## src/rtl/fp_expand_acc_if.sv

```systemverilog
// Handshake and data bundle between an (S, E, F) producer, the expander
// and the downstream consumer of the linear value and running sum.
interface fp_expand_acc_if #(
  parameter int ACC_W = 13
);
  logic             in_valid;
  logic             in_ready;
  logic             s;
  logic [2:0]       e;
  logic [4:0]       f;
  logic             acc_clr;
  logic             out_valid;
  logic             out_ready;
  logic [12:0]      d_out;
  logic [ACC_W-1:0] acc;
  logic             sat;

  // Expander side
  modport slave (
    input  in_valid, s, e, f, acc_clr, out_ready,
    output in_ready, out_valid, d_out, acc, sat
  );

  // Producer / consumer side
  modport master (
    output in_valid, s, e, f, acc_clr, out_ready,
    input  in_ready, out_valid, d_out, acc, sat
  );
endinterface

```

## src/rtl/fp_expand_acc.sv

```systemverilog
// Expands a sign/exponent/significand word into a 13-bit two's-complement
// value using a one-bit-per-cycle shifter, and keeps a saturating running
// sum of every expanded value.
module fp_expand_acc #(
  parameter int ACC_W = 13
) (
  input  logic                  clk,
  input  logic                  rst,
  fp_expand_acc_if.slave        bus
);

  typedef enum logic [1:0] {
    ST_IDLE  = 2'd0,
    ST_SHIFT = 2'd1,
    ST_SIGN  = 2'd2,
    ST_HOLD  = 2'd3
  } state_t;

  localparam logic signed [ACC_W-1:0] ACC_MAX = {1'b0, {(ACC_W-1){1'b1}}};
  localparam logic signed [ACC_W-1:0] ACC_MIN = {1'b1, {(ACC_W-1){1'b0}}};

  state_t state_q, state_d;

  logic [12:0]      mag_q;
  logic [2:0]       cnt_q;
  logic             sgn_q;
  logic [12:0]      d_out_q;
  logic [ACC_W-1:0] acc_q;
  logic             sat_q;

  logic             in_ready_o;
  logic             out_valid_o;
  logic [12:0]      d_sign;
  logic [ACC_W:0]   sum;
  logic             sum_ovf;

  // Negating a zero magnitude yields zero, so s=1, f=0 never produces -0.
  assign d_sign = sgn_q ? (13'd0 - mag_q) : mag_q;

  // One guard bit: overflow shows up as the top two bits disagreeing.
  assign sum     = {{(ACC_W+1-13){d_sign[12]}}, d_sign} + {acc_q[ACC_W-1], acc_q};
  assign sum_ovf = sum[ACC_W] ^ sum[ACC_W-1];

  // State register
  always_ff @(posedge clk or posedge rst) begin
    if (rst) begin
      state_q <= ST_IDLE;
    end else begin
      state_q <= state_d;
    end
  end

  // Next-state logic
  always_comb begin
    state_d = state_q;
    case (state_q)
      ST_IDLE: begin
        if (bus.in_valid) begin
          state_d = (bus.e != 3'd0) ? ST_SHIFT : ST_SIGN;
        end
      end
      ST_SHIFT: begin
        if (cnt_q == 3'd1) begin
          state_d = ST_SIGN;
        end
      end
      ST_SIGN: begin
        state_d = ST_HOLD;
      end
      ST_HOLD: begin
        if (bus.out_ready) begin
          state_d = ST_IDLE;
        end
      end
      default: state_d = ST_IDLE;
    endcase
  end

  // Handshake outputs decoded from the current state
  always_comb begin
    in_ready_o  = 1'b0;
    out_valid_o = 1'b0;
    case (state_q)
      ST_IDLE: in_ready_o  = 1'b1;
      ST_HOLD: out_valid_o = 1'b1;
      default: ;
    endcase
  end

  // Shifter datapath: capture on accept, shift in SHIFT, latch result in SIGN
  always_ff @(posedge clk or posedge rst) begin
    if (rst) begin
      mag_q   <= 13'd0;
      cnt_q   <= 3'd0;
      sgn_q   <= 1'b0;
      d_out_q <= 13'd0;
    end else begin
      case (state_q)
        ST_IDLE: begin
          if (bus.in_valid) begin
            mag_q <= {8'b0, bus.f};
            cnt_q <= bus.e;
            sgn_q <= bus.s;
          end
        end
        ST_SHIFT: begin
          mag_q <= mag_q << 1;
          cnt_q <= cnt_q - 3'd1;
        end
        ST_SIGN: begin
          d_out_q <= d_sign;
        end
        default: ;
      endcase
    end
  end

  // Saturating accumulator; a clear in the SIGN cycle drops that sample
  always_ff @(posedge clk or posedge rst) begin
    if (rst) begin
      acc_q <= '0;
      sat_q <= 1'b0;
    end else if (bus.acc_clr) begin
      acc_q <= '0;
      sat_q <= 1'b0;
    end else if (state_q == ST_SIGN) begin
      if (sum_ovf) begin
        acc_q <= sum[ACC_W] ? ACC_MIN : ACC_MAX;
        sat_q <= 1'b1;
      end else begin
        acc_q <= sum[ACC_W-1:0];
      end
    end
  end

  assign bus.in_ready  = in_ready_o;
  assign bus.out_valid = out_valid_o;
  assign bus.d_out     = d_out_q;
  assign bus.acc       = acc_q;
  assign bus.sat       = sat_q;

endmodule

```

## src/flat_wrapper.sv

```systemverilog
// flat-port wrapper written by rule: the top's interface ports become plain ports
module fp_expand_acc_flat 
#(
  parameter int ACC_W = 13
)
  (clk, rst, bus_in_valid, bus_s, bus_e, bus_f, bus_acc_clr, bus_out_ready, bus_in_ready, bus_out_valid, bus_d_out, bus_acc, bus_sat);
  fp_expand_acc_if #(.ACC_W(ACC_W)) bus_i ();
  input  logic clk;
  input  logic rst;
  input wire logic [$bits(bus_i.in_valid)-1:0] bus_in_valid;
  input wire logic [$bits(bus_i.s)-1:0] bus_s;
  input wire logic [$bits(bus_i.e)-1:0] bus_e;
  input wire logic [$bits(bus_i.f)-1:0] bus_f;
  input wire logic [$bits(bus_i.acc_clr)-1:0] bus_acc_clr;
  input wire logic [$bits(bus_i.out_ready)-1:0] bus_out_ready;
  output wire logic [$bits(bus_i.in_ready)-1:0] bus_in_ready;
  output wire logic [$bits(bus_i.out_valid)-1:0] bus_out_valid;
  output wire logic [$bits(bus_i.d_out)-1:0] bus_d_out;
  output wire logic [$bits(bus_i.acc)-1:0] bus_acc;
  output wire logic [$bits(bus_i.sat)-1:0] bus_sat;
  assign bus_i.in_valid = bus_in_valid;
  assign bus_i.s = bus_s;
  assign bus_i.e = bus_e;
  assign bus_i.f = bus_f;
  assign bus_i.acc_clr = bus_acc_clr;
  assign bus_i.out_ready = bus_out_ready;
  assign bus_in_ready = bus_i.in_ready;
  assign bus_out_valid = bus_i.out_valid;
  assign bus_d_out = bus_i.d_out;
  assign bus_acc = bus_i.acc;
  assign bus_sat = bus_i.sat;
  fp_expand_acc #(.ACC_W(ACC_W)) u_core (.clk(clk), .rst(rst), .bus(bus_i));
endmodule
```

## config.mk

```make
export PLATFORM = sky130hd
export DESIGN_NAME = fp_expand_acc_flat
export DESIGN_NICKNAME = d
export VERILOG_FILES = /design/src/rtl/fp_expand_acc_if.sv /design/src/rtl/fp_expand_acc.sv /design/src/flat_wrapper.sv
export SDC_FILE = /design/constraint.sdc
export NUM_CORES = 1
export LEC_CHECK = 0
export ABC_AREA = 1
export CAP_MARGIN = 20
export CORE_MARGIN = 2
export CORE_UTILIZATION = 59
export CTS_CLUSTER_SIZE = 14
export DETAILED_ROUTE_END_ITERATION = 6
export HOLD_SLACK_MARGIN = 0.02
export PLACE_DENSITY_LB_ADDON = 0.2
export SYNTH_ARGS = -nofsm -noshare
export SYNTH_HDL_FRONTEND = slang
export SYNTH_SLANG_ARGS = --single-unit
```

## constraint.sdc

```tcl
create_clock -name clk -period 7.52 [get_ports clk]
set_input_delay 1.128 -clock clk [delete_from_list [all_inputs] [get_ports clk]]
set_output_delay 1.128 -clock clk [all_outputs]
set_load 0.03 [all_outputs]
```

==> metrics.cfg <==
[setup_path]
crit_required_ns = 7.77
crit_arrival_ns = 3.77
crit_fanout = 12
ff2ff_path_depth = 16
slowest_delay_ns = 0.47
r2r_start = u_core.mag_q[0]$_DFFE_PP0P_
r2r-end = u_core.bus.acc[4]$_DFFE_PP0P_
crit_chain = inv_1 -> ha_1 -> nand4_1 -> o21ai_0 -> o21ai_0 -> xor2_1 -> ha_1 -> nand2_1 -> inv_1 -> a21oi_1 -> nand3_2 -> nand2_1 -> nand2_2 -> a21oi_2 -> o21ai_1 -> nand2_1
cpMostUsedCell = nand2_1
path_buf_inv = 2
path_delay_family = compound AO/OA/AOI/OAI gates
cp-end-kind = flip-flop
cp-start-kind = flip-flop
worst-setup-path-type = reg2reg
crit_slowest_cell = a21oi_2
regToRegSetupSlack_ns = 4.00

[route]
vias_per_cell = 5.39
via_count = 2654
routed_wl_um = 7090
first_pass_iters = 5
ant_nets = 0
routedWlPerCell_um = 14.4
first_iter_violations = 154
post-route-drc-count = 0

[flow_run]
max_cap_viol_count = 0

[finish]
drive_gt1_share_pct = 5.65
nFillCells = 389
final_cell_mix = nand2_1, dfrtp_1, clkdlybuf4s50_1
final_common_cell = nand2_1
antenna_cells = 0
nNetsFinal = 460
area_delta_synth_final_pct = 19.4

[timing]
finalCritPeriodShare_pct = 46.8
slew_headroom_pct = 33.9
fin_crit_ns = 3.52
whs_ns = 0.489
worst_pin_slew_ns = 0.988
final-setup-viol-count = 0
drv_slew = 0
grt_setup_unrepaired = false
finClkSkew_ns = 0.00983
fmax_mhz = 284
finalHoldViolCount = 0
fin_setup_tns_ns = 0

[synth]
synth_cell_types = 33
yosysSeqAreaShare_pct = 39.2
synthCells = 382
ys_seq_elements = 46
yosys.area.top_type = dfrtp_1
synthTopCellsByArea = dfrtp_1, nand2_1, ha_1
yosys_warnings = 0
synth_fp_nets = 418
syn-mean-instance-area_sq_um = 7.68
yosys.area.top_type_share_pct = 39.2
synth_area_sq_mm = 0.00294

[placement]
port_buffers = 42
gp_congestion = 0.880
dp_hpwl_um = 5370

[grt]
antenna_found_initial = 0
grt_max_degree = 47
grt_pass1_vias = 2532
grt_usage_pct = 27.9
grt_overflow = 0
grt_pass1_wl_um = 11800

[worst_hold_path]
hold_depth = 2
min_to = u_core.bus.d_out[3]$_DFFE_PP0P_
holdCritStartpoint = u_core.bus.d_out[3]$_DFFE_PP0P_
hold_class = reg2reg

[clock_network]
ctsResizeCount = 0
cts_setup_buffers = 0
clkSlewWorstSetupHoldPaths_ns = 0.09
clk_latency_ns = 0.31
ctsHoldBuffers = 0
cts_tree = done
cts-root-buf = clkbuf_8
clock_sinks = 46
h-tree-depth = 2
cts_buffers = 5
cts_buffer_depth = 2

[die]
core.rowCount = 25
fp.dieH_um = 74.5
start_util_pct = 61.7
chipWidth_um = 74.5
io_pins = 43
fp.dieArea_sq_mm = 0.00556
core_area_sq_mm = 0.00475

[status]
status = complete, no violations

==> Yosys cell counts (all sizes together) <==
| cell type | n |
|---|---|
| nand2 | 129 |
| dfrtp | 46 |
| inv | 43 |
| o21ai | 32 |
| ha | 21 |
| nor2 | 18 |
| a21oi | 16 |
| xor2 | 16 |
| nand3 | 15 |
| o22ai | 8 |
| clkbuf | 7 |
| o211ai | 6 |
| nand4 | 4 |
| xnor2 | 4 |
| a31oi | 3 |
| buf | 2 |
| nor3 | 2 |
| o21bai | 2 |
| o31ai | 2 |
| a211oi | 1 |
| a22oi | 1 |
| a32oi | 1 |
| and2 | 1 |
| fa | 1 |
| or2 | 1 |
==> kinds of logic (layout without fill, tap and decap cells) <==
kind of cell	count (synthesis)	in the layout	share of synthesized area, %
flops	46	46	39.2
buf+inv	52	95	6.95
fa+ha+maj	22	22	9.63
xor+xnor	20	20	5.97
compound gates	72	72	14.4
simple gates	170	170	23.8
==> final cells by class <==
| cell class | count | area, sq um | area share (%) |
|---|---|---|---|
| multi-input combinational | 284 | 1580 | 45.1 |
| clock inverter | 3 | 23.8 | 0.678 |
| timing repair buffer | 44 | 435 | 12.4 |
| clock buffer | 5 | 68.8 | 1.96 |
| sequential | 46 | 1150 | 32.8 |
| inverter | 43 | 161 | 4.61 |
| tap | 67 | 83.8 | 2.39 |
==> tightest hold or removal path, stage by stage, from the launching register on <==
cell and delay, ns:
dfrtp_1 0.35, nand2_1 0.05, nand2_1 0.06
==> how the worst max path moves through the flow <==
stage / slack [ns] / cells after the start / startpoint / to
2_1_floorplan: 4.71 / 18 / u_core.mag_q[0]$_DFFE_PP0P_ / u_core.bus.acc[4]$_DFFE_PP0P_
3_3_place_gp: 4.17 / 16 / u_core.mag_q[0]$_DFFE_PP0P_ / u_core.bus.acc[0]$_DFFE_PP0P_
3_5_place_dp: 4.09 / 16 / u_core.mag_q[0]$_DFFE_PP0P_ / u_core.bus.acc[11]$_DFFE_PP0P_
4_1_cts: 4.06 / 16 / u_core.mag_q[0]$_DFFE_PP0P_ / u_core.bus.acc[11]$_DFFE_PP0P_
5_1_grt: 3.69 / 16 / u_core.mag_q[0]$_DFFE_PP0P_ / u_core.bus.acc[5]$_DFFE_PP0P_
6_report: 4.00 / 16 / u_core.mag_q[0]$_DFFE_PP0P_ / u_core.bus.acc[4]$_DFFE_PP0P_
==> per-stage QoR <==
stage               std cells  util [%]  worst slack (ns)  cell area, sq um
finish                    492      73.7              4.00              3500
global route              492      73.7              3.69              3500
CTS                       492      73.7              4.06              3500
detailed placement        484      71.8              4.09              3410
global placement          484      71.8              4.17              3410
floorplan                 382         -              4.71              2940
==> metal layers <==
layer	global-route usage [%]	wire length, um	vias up	share of wire [%]
li1	-	-	1327	-
met1	35.6	3120	1254	44
met2	48.1	3540	58	50
met3	4.34	268	15	3.8
met4	9.92	162	0	2.3
met5	0	0	-	0
==> registers in the layout (all words and copies together), names as in the netlist <==
register,flops
u_core.bus.acc,13
u_core.bus.d_out,13
u_core.bus.sat,1
u_core.cnt_q,3
u_core.mag_q,13
u_core.sgn_q,1
u_core.state_q,2
Power is left out: the tool's default activity adds up to more than one toggle a clock period on the data nets, which glitch-free logic cannot reach.
